File: src/rtl/instruction_decode_pipe.sv
// Instruction decode stage with ID/EX pipeline register.
//
// Decodes a 32-bit RV32I-subset instruction (lw, sw, R-type, I-arith, beq,
// jal, lui), reads two operands from a 2**REG_AW-entry register file with
// same-cycle write-through bypass, and registers the result into the ID/EX
// stage.
//
// Ports:
//   clk, rst                 clock, asynchronous active-low reset
//   InstrD, PCD              instruction being decoded and its PC
//   RegWriteW, RDW, ResultW  writeback port into the register file
//   StallE, FlushE           hold / bubble the ID/EX register (flush wins)
//   RS1D, RS2D               combinational source register fields (hazard unit)
//   *E outputs               registered decode results for the execute stage
module instruction_decode_pipe #(
  parameter int XLEN   = 32,
  parameter int REG_AW = 5
) (
  input  logic              clk,
  input  logic              rst,
  input  logic [31:0]       InstrD,
  input  logic [XLEN-1:0]   PCD,
  input  logic              RegWriteW,
  input  logic [REG_AW-1:0] RDW,
  input  logic [XLEN-1:0]   ResultW,
  input  logic              StallE,
  input  logic              FlushE,
  output logic [REG_AW-1:0] RS1D,
  output logic [REG_AW-1:0] RS2D,
  output logic              RegWriteE,
  output logic [1:0]        ResultSrcE,
  output logic              MemWriteE,
  output logic              JumpE,
  output logic              BranchE,
  output logic              ALUSrcE,
  output logic [3:0]        ALUControlE,
  output logic [REG_AW-1:0] RDE,
  output logic [REG_AW-1:0] RS1E,
  output logic [REG_AW-1:0] RS2E,
  output logic [XLEN-1:0]   RD1E,
  output logic [XLEN-1:0]   RD2E,
  output logic [XLEN-1:0]   PCE,
  output logic [XLEN-1:0]   ImmExtE
);

  localparam logic [6:0] OP_LW   = 7'b0000011;
  localparam logic [6:0] OP_SW   = 7'b0100011;
  localparam logic [6:0] OP_R    = 7'b0110011;
  localparam logic [6:0] OP_I    = 7'b0010011;
  localparam logic [6:0] OP_BEQ  = 7'b1100011;
  localparam logic [6:0] OP_JAL  = 7'b1101111;
  localparam logic [6:0] OP_LUI  = 7'b0110111;

  localparam logic [3:0] ALU_ADD   = 4'b0000;
  localparam logic [3:0] ALU_SUB   = 4'b0001;
  localparam logic [3:0] ALU_AND   = 4'b0010;
  localparam logic [3:0] ALU_OR    = 4'b0011;
  localparam logic [3:0] ALU_XOR   = 4'b0100;
  localparam logic [3:0] ALU_SLT   = 4'b0101;
  localparam logic [3:0] ALU_SLL   = 4'b0110;
  localparam logic [3:0] ALU_SRL   = 4'b0111;
  localparam logic [3:0] ALU_SRA   = 4'b1000;
  localparam logic [3:0] ALU_SLTU  = 4'b1001;
  localparam logic [3:0] ALU_PASSB = 4'b1010;

  localparam int NREGS = 2**REG_AW;

  typedef struct packed {
    logic              reg_write;
    logic [1:0]        result_src;
    logic              mem_write;
    logic              jump;
    logic              branch;
    logic              alu_src;
    logic [3:0]        alu_control;
    logic [REG_AW-1:0] rd;
    logic [REG_AW-1:0] rs1;
    logic [REG_AW-1:0] rs2;
    logic [XLEN-1:0]   rd1;
    logic [XLEN-1:0]   rd2;
    logic [XLEN-1:0]   pc;
    logic [XLEN-1:0]   imm_ext;
  } idex_t;

  logic [6:0]        opcode;
  logic [2:0]        funct3;
  logic              funct7_5;
  logic [REG_AW-1:0] rs1;
  logic [REG_AW-1:0] rs2;
  logic [REG_AW-1:0] rd;

  logic [XLEN-1:0]   rf [NREGS];
  logic              wb_en;
  logic [XLEN-1:0]   rd1;
  logic [XLEN-1:0]   rd2;

  logic              reg_write;
  logic [1:0]        result_src;
  logic              mem_write;
  logic              jump;
  logic              branch;
  logic              alu_src;
  logic [3:0]        alu_control;
  logic [31:0]       imm32;
  logic [XLEN-1:0]   imm_ext;

  idex_t             idex_d;
  idex_t             idex_q;

  assign opcode   = InstrD[6:0];
  assign funct3   = InstrD[14:12];
  assign funct7_5 = InstrD[30];
  assign rs1      = InstrD[15 +: REG_AW];
  assign rs2      = InstrD[20 +: REG_AW];
  assign rd       = InstrD[7 +: REG_AW];

  assign RS1D = rs1;
  assign RS2D = rs2;

  // ---------------- register file ----------------
  // x0 is never written, so it stays at its reset value of zero.
  assign wb_en = RegWriteW && (RDW != '0);

  always_ff @(posedge clk or negedge rst) begin
    if (!rst) begin
      for (int i = 0; i < NREGS; i++) rf[i] <= '0;
    end else if (wb_en) begin
      rf[RDW] <= ResultW;
    end
  end

  // Write-through: a reader in the same cycle as the write sees the new value.
  always_comb begin
    rd1 = '0;
    rd2 = '0;
    if (rs1 != '0) rd1 = (wb_en && (RDW == rs1)) ? ResultW : rf[rs1];
    if (rs2 != '0) rd2 = (wb_en && (RDW == rs2)) ? ResultW : rf[rs2];
  end

  // ---------------- control decode ----------------
  always_comb begin
    reg_write   = 1'b0;
    result_src  = 2'b00;
    mem_write   = 1'b0;
    jump        = 1'b0;
    branch      = 1'b0;
    alu_src     = 1'b0;
    alu_control = ALU_ADD;
    unique case (opcode)
      OP_LW: begin
        reg_write  = 1'b1;
        result_src = 2'b01;
        alu_src    = 1'b1;
      end
      OP_SW: begin
        mem_write = 1'b1;
        alu_src   = 1'b1;
      end
      OP_R, OP_I: begin
        reg_write = 1'b1;
        alu_src   = (opcode == OP_I);
        case (funct3)
          3'b000:  alu_control = (opcode == OP_R && funct7_5) ? ALU_SUB : ALU_ADD;
          3'b001:  alu_control = ALU_SLL;
          3'b010:  alu_control = ALU_SLT;
          3'b011:  alu_control = ALU_SLTU;
          3'b100:  alu_control = ALU_XOR;
          3'b101:  alu_control = funct7_5 ? ALU_SRA : ALU_SRL;
          3'b110:  alu_control = ALU_OR;
          default: alu_control = ALU_AND;
        endcase
      end
      OP_BEQ: begin
        branch      = 1'b1;
        alu_control = ALU_SUB;
      end
      OP_JAL: begin
        reg_write  = 1'b1;
        result_src = 2'b10;
        jump       = 1'b1;
      end
      OP_LUI: begin
        reg_write   = 1'b1;
        alu_src     = 1'b1;
        alu_control = ALU_PASSB;
      end
      default: ;
    endcase
  end

  // ---------------- immediate generation ----------------
  // Built as a sign-correct 32-bit value first, then widened to XLEN.
  always_comb begin
    imm32 = '0;
    case (opcode)
      OP_LW, OP_I: imm32 = {{20{InstrD[31]}}, InstrD[31:20]};
      OP_SW:       imm32 = {{20{InstrD[31]}}, InstrD[31:25], InstrD[11:7]};
      OP_BEQ:      imm32 = {{19{InstrD[31]}}, InstrD[31], InstrD[7],
                            InstrD[30:25], InstrD[11:8], 1'b0};
      OP_JAL:      imm32 = {{11{InstrD[31]}}, InstrD[31], InstrD[19:12],
                            InstrD[20], InstrD[30:21], 1'b0};
      OP_LUI:      imm32 = {InstrD[31:12], 12'b0};
      default:     imm32 = '0;
    endcase
  end

  generate
    if (XLEN > 32) begin : g_imm_wide
      assign imm_ext = {{(XLEN-32){imm32[31]}}, imm32};
    end else begin : g_imm_narrow
      assign imm_ext = imm32[XLEN-1:0];
    end
  endgenerate

  // ---------------- ID/EX register ----------------
  always_comb begin
    idex_d             = '0;
    idex_d.reg_write   = reg_write;
    idex_d.result_src  = result_src;
    idex_d.mem_write   = mem_write;
    idex_d.jump        = jump;
    idex_d.branch      = branch;
    idex_d.alu_src     = alu_src;
    idex_d.alu_control = alu_control;
    idex_d.rd          = rd;
    idex_d.rs1         = rs1;
    idex_d.rs2         = rs2;
    idex_d.rd1         = rd1;
    idex_d.rd2         = rd2;
    idex_d.pc          = PCD;
    idex_d.imm_ext     = imm_ext;
  end

  always_ff @(posedge clk or negedge rst) begin
    if (!rst) begin
      idex_q <= '0;
    end else if (FlushE) begin
      idex_q <= '0;
    end else if (!StallE) begin
      idex_q <= idex_d;
    end
  end

  assign RegWriteE   = idex_q.reg_write;
  assign ResultSrcE  = idex_q.result_src;
  assign MemWriteE   = idex_q.mem_write;
  assign JumpE       = idex_q.jump;
  assign BranchE     = idex_q.branch;
  assign ALUSrcE     = idex_q.alu_src;
  assign ALUControlE = idex_q.alu_control;
  assign RDE         = idex_q.rd;
  assign RS1E        = idex_q.rs1;
  assign RS2E        = idex_q.rs2;
  assign RD1E        = idex_q.rd1;
  assign RD2E        = idex_q.rd2;
  assign PCE         = idex_q.pc;
  assign ImmExtE     = idex_q.imm_ext;

endmodule

File: config.mk
export PLATFORM = sky130hd
export DESIGN_NAME = instruction_decode_pipe
export DESIGN_NICKNAME = d
export VERILOG_FILES = /design/src/rtl/instruction_decode_pipe.sv
export SDC_FILE = /design/constraint.sdc
export NUM_CORES = 2
export LEC_CHECK = 0
export CORE_ASPECT_RATIO = 0.75
export CORE_MARGIN = 2
export CORE_UTILIZATION = 55
export CTS_BUF_LIST = sky130_fd_sc_hd__clkbuf_4 sky130_fd_sc_hd__clkbuf_8
export CTS_CLUSTER_DIAMETER = 60
export DETAILED_ROUTE_END_ITERATION = 8
export PLACE_DENSITY = 0.73
export SYNTH_ARGS = -nofsm -noshare
export SYNTH_HDL_FRONTEND = slang
export SYNTH_SLANG_ARGS = --single-unit
File: constraint.sdc
create_clock -name clk -period 4.75 [get_ports clk]
set_clock_uncertainty 0.05 [all_clocks]
set_input_delay 0.95 -clock clk [delete_from_list [all_inputs] [get_ports clk]]
set_output_delay 0.95 -clock clk [all_outputs]
set_load 0.1 [all_outputs]
==> flow_summary.toml <==
[power_and_ir_drop]
p_sw_share_pct = 30.4
p_int_uw = 19800
clock_power_share_pct = 32.8
p_per_area_mw_per_mm2 = 408
p_leak_uw = 0.0313
power_frac_comb_pct = 21.1
ir_drop_uv = 329
p_sw_uw = 8640
pwr-share-seq_pct = 46.1

[place]
io_buffer_count = 269
hpwlAfterDp_um = 127000
post-place-ws_ns = 0.779
gp_congestion = 0.891

[detailed_routing]
antenna_left = 0
drc = 0
vias_per_cell = 6.87
wl_per_cell_um = 31.8
vias = 44636
drt_iter0_markers = 5659
drtPass1Iterations = 6
drt_wl_total_um = 206000

[yosys]
syn_inst = 4759
ys_top_cells_by_area = "dfrtp_1 48%, mux2_2 18%, mux2i_1 11%, mux4_2 8.2%, a22oi_1 3.0%"
ys_seq_area_share_pct = 47.7
yosys_most_used_dff = "dfrtp_1"
synth-async-reset-ratio_pct = 100
netlist_area_mm2 = 0.0618
yosysTopAreaCell = "dfrtp_1"
synth_cell_types = 66
ys_ff_latch = 1177
synth.avg_cell_area_um2 = 13.0
synth_edf_count = 0
syn_nets = 4865
yosys.area.top_type_share_pct = 47.7
ys_warn_count = 0

[flow_run]
maxCapViolations = 0

[sta]
fmax_mhz = 267
drv_slew = 0
finalSetupViolCount = 0
grt_setup_unrepaired = "false"
layout_min_cycle_time_ns = 3.74
worst_pin_slew_ns = 1.41
fin_hold_ws_ns = 0.347
tns_ns = 0
layout_setup_ws_ns = 1.01
min_period_over_period_pct = 78.7
final_hold_viol_count = 0
slew_headroom_pct = 5.81

[floorplanning]
fp.coreArea_mm2 = 0.111
dieArea_mm2 = 0.115
rows = 106
die_width_um = 391
floorplan.initialDensity_pct = 55.5
io_pins = 270
die_h_um = 294

[cells_and_area]
syn2layout_area_growth_pct = 13.0
multiInputGateArea_mm2 = 0.0299
nFillCells = 8475
fin_util_pct = 62.7
drive_gt1_share_pct = 35.9
fin_nets = 5002
seq_area_mm2 = 0.0295

[global_route]
grt_remaining_overflow = 0
antenna_found_initial = 12
grt_max_degree = 141
groute.usage.overall_pct = 35.7
grt_pass1_vias = 43983
grt_pass1_wl_um = 302000

[worst_setup_path]
endpoint_kind = "output pin"
cp.required_ns = 3.75
worstPathCellList = "clkdlybuf4s50_1"
crit_family = "buffers and inverters"
cp_slowest_cell = "clkdlybuf4s50_1"
cp-start-kind = "register"
slowest_delay_ns = 1.22
cp_data_arrival_time_ns = 2.74
path_max_fanout = 2
crit_type = "reg -> out"
path_buf_inv = 1

[clock_network]
clk_path_buf_depth = 3
cts_made_buffers = 185
htree_num_levels = 4
path_clk_slew_ns = 0.06
cts_root_buf = "clkbuf_8"
cts_resized = 0
clock-sinks = 1177
cts_tree = "done"
clk_latency_ns = 0.96

[worst_hold_path]
hp-class = "reg -> reg"

[status]
outcome = "complete, no violations"
flip-flops by register name, summed over array words and instances, names as in the netlist:
signal / count
RS2E: 5
ALUControlE: 4
ImmExtE: 32
MemWriteE: 1
RDE: 5
RD2E: 32
rf: 1024
BranchE: 1
RegWriteE: 1
RD1E: 32
ALUSrcE: 1
RS1E: 5
PCE: 32
ResultSrcE: 2
stage by stage:
step                cells  area, um^2  power, uW
floorplan            4759       61800      17200
global placement     6166       65800      18900
detailed placement   6166       65800      19100
CTS                  6487       69800      28400
global route         6492       69800      29500
finish               6493       69800      28500
worst paths after layout:
kind	to	startpoint	cells after the start	slack, ns
max	RD2E[7]	RD2E[7]	1	1.01
min	rf[993]	rf[993]	0	0.35
max reg2reg	RD1E[13]	rf[429]	4	2.82
min reg2reg	rf[993]	rf[993]	0	0.35
max in group asynchronous	rf[180]	rst	3	2.73
min in group asynchronous	rf[872]	rst	2	0.57
Yosys cell counts (7+ instances only):
| cell type | instances |
|---|---|
| a211oi_1 | 25 |
| a21oi_1 | 80 |
| a221oi_1 | 12 |
| a22o_1 | 13 |
| a22oi_1 | 247 |
| and2_1 | 8 |
| buf_1 | 53 |
| buf_2 | 116 |
| buf_4 | 65 |
| buf_6 | 45 |
| clkbuf_1 | 224 |
| dfrtp_1 | 1177 |
| inv_1 | 9 |
| mux2_1 | 7 |
| mux2_2 | 986 |
| mux2i_1 | 649 |
| mux4_2 | 226 |
| nand2_1 | 164 |
| nand2b_1 | 9 |
| nand3_1 | 128 |
| nand3b_1 | 7 |
| nand4_1 | 56 |
| nor2_1 | 160 |
| nor2b_1 | 11 |
| nor3_1 | 14 |
| o21ai_0 | 83 |
| o21ai_1 | 48 |
| o22ai_1 | 52 |
cells in the final DEF (no fill, tap or decap), types with 52 or more instances in the layout:
master           count
buf_4              157
nor2_1             143
a22oi_1            247
o21ai_0             83
clkbuf_8           233
mux2_2             986
nand4_1             56
clkbuf_4            52
a21oi_1             80
mux4_2             226
nand3_1            128
nand2_1            149
mux2i_1            649
clkdlybuf4s50_1    250
dfrtp_1           1177
o22ai_1             52
what timing repair did:
item	4_1_cts	5_1_grt
setup buffers	0	0
hold buffers	1	0
setup endpoints to repair	0	0
hold endpoints to repair	55	0
kinds of logic (layout without fill, tap and decap cells):
group	after synthesis	in the layout	share of synthesized area (%)
and+or+nand+nor	587	587	4.51
muxes	1868	1868	36.8
DFF	1177	1177	47.7
buffers and inverters	518	788	4.41
other	0	6	0
AOI/OAI and AO/OA	599	599	6.44
xor gates and xnor gates	10	10	0.142
final cells by class:
class                           count  share of cell area [%]
Multi-Input combinational cell   3064                    42.8
Sequential cell                  1177                    42.2
Timing Repair Buffer              459                    6.67
Clock buffer                      285                    5.15
Tap cell                         1458                    2.61
Clock inverter                     35                   0.520
Inverter                            9                  0.0484
Antenna cell                        6                  0.0215
power by group through the flow:
| stage | clock network [uW] | registers (uW) | logic, uW |
|---|---|---|---|
| 2_1_floorplan | 0 | 13300 | 3890 |
| 3_3_place_gp | 0 | 13100 | 5810 |
| 3_5_place_dp | 0 | 13200 | 5920 |
| 4_1_cts | 9410 | 13000 | 5940 |
| 5_1_grt | 9890 | 13300 | 6350 |
| 6_report | 9330 | 13100 | 6000 |
per-layer routing:
metal / vias to the layer above / share of wire, % / GRT usage (%)
met5: - / 0.050 / 0
met4: 18 / 4.8 / 16.4
met3: 614 / 11 / 10.8
met2: 2691 / 43 / 50.6
met1: 23250 / 41 / 50.4
li1: 18063 / - / -
worst register-to-register path: stages (launching register included):
cell and delay, ns:
dfrtp_1 0.42, mux4_2 0.48, o21ai_0 0.44, a41oi_1 0.22, a21o_1 0.19
Power figures use the tool's default switching activity.
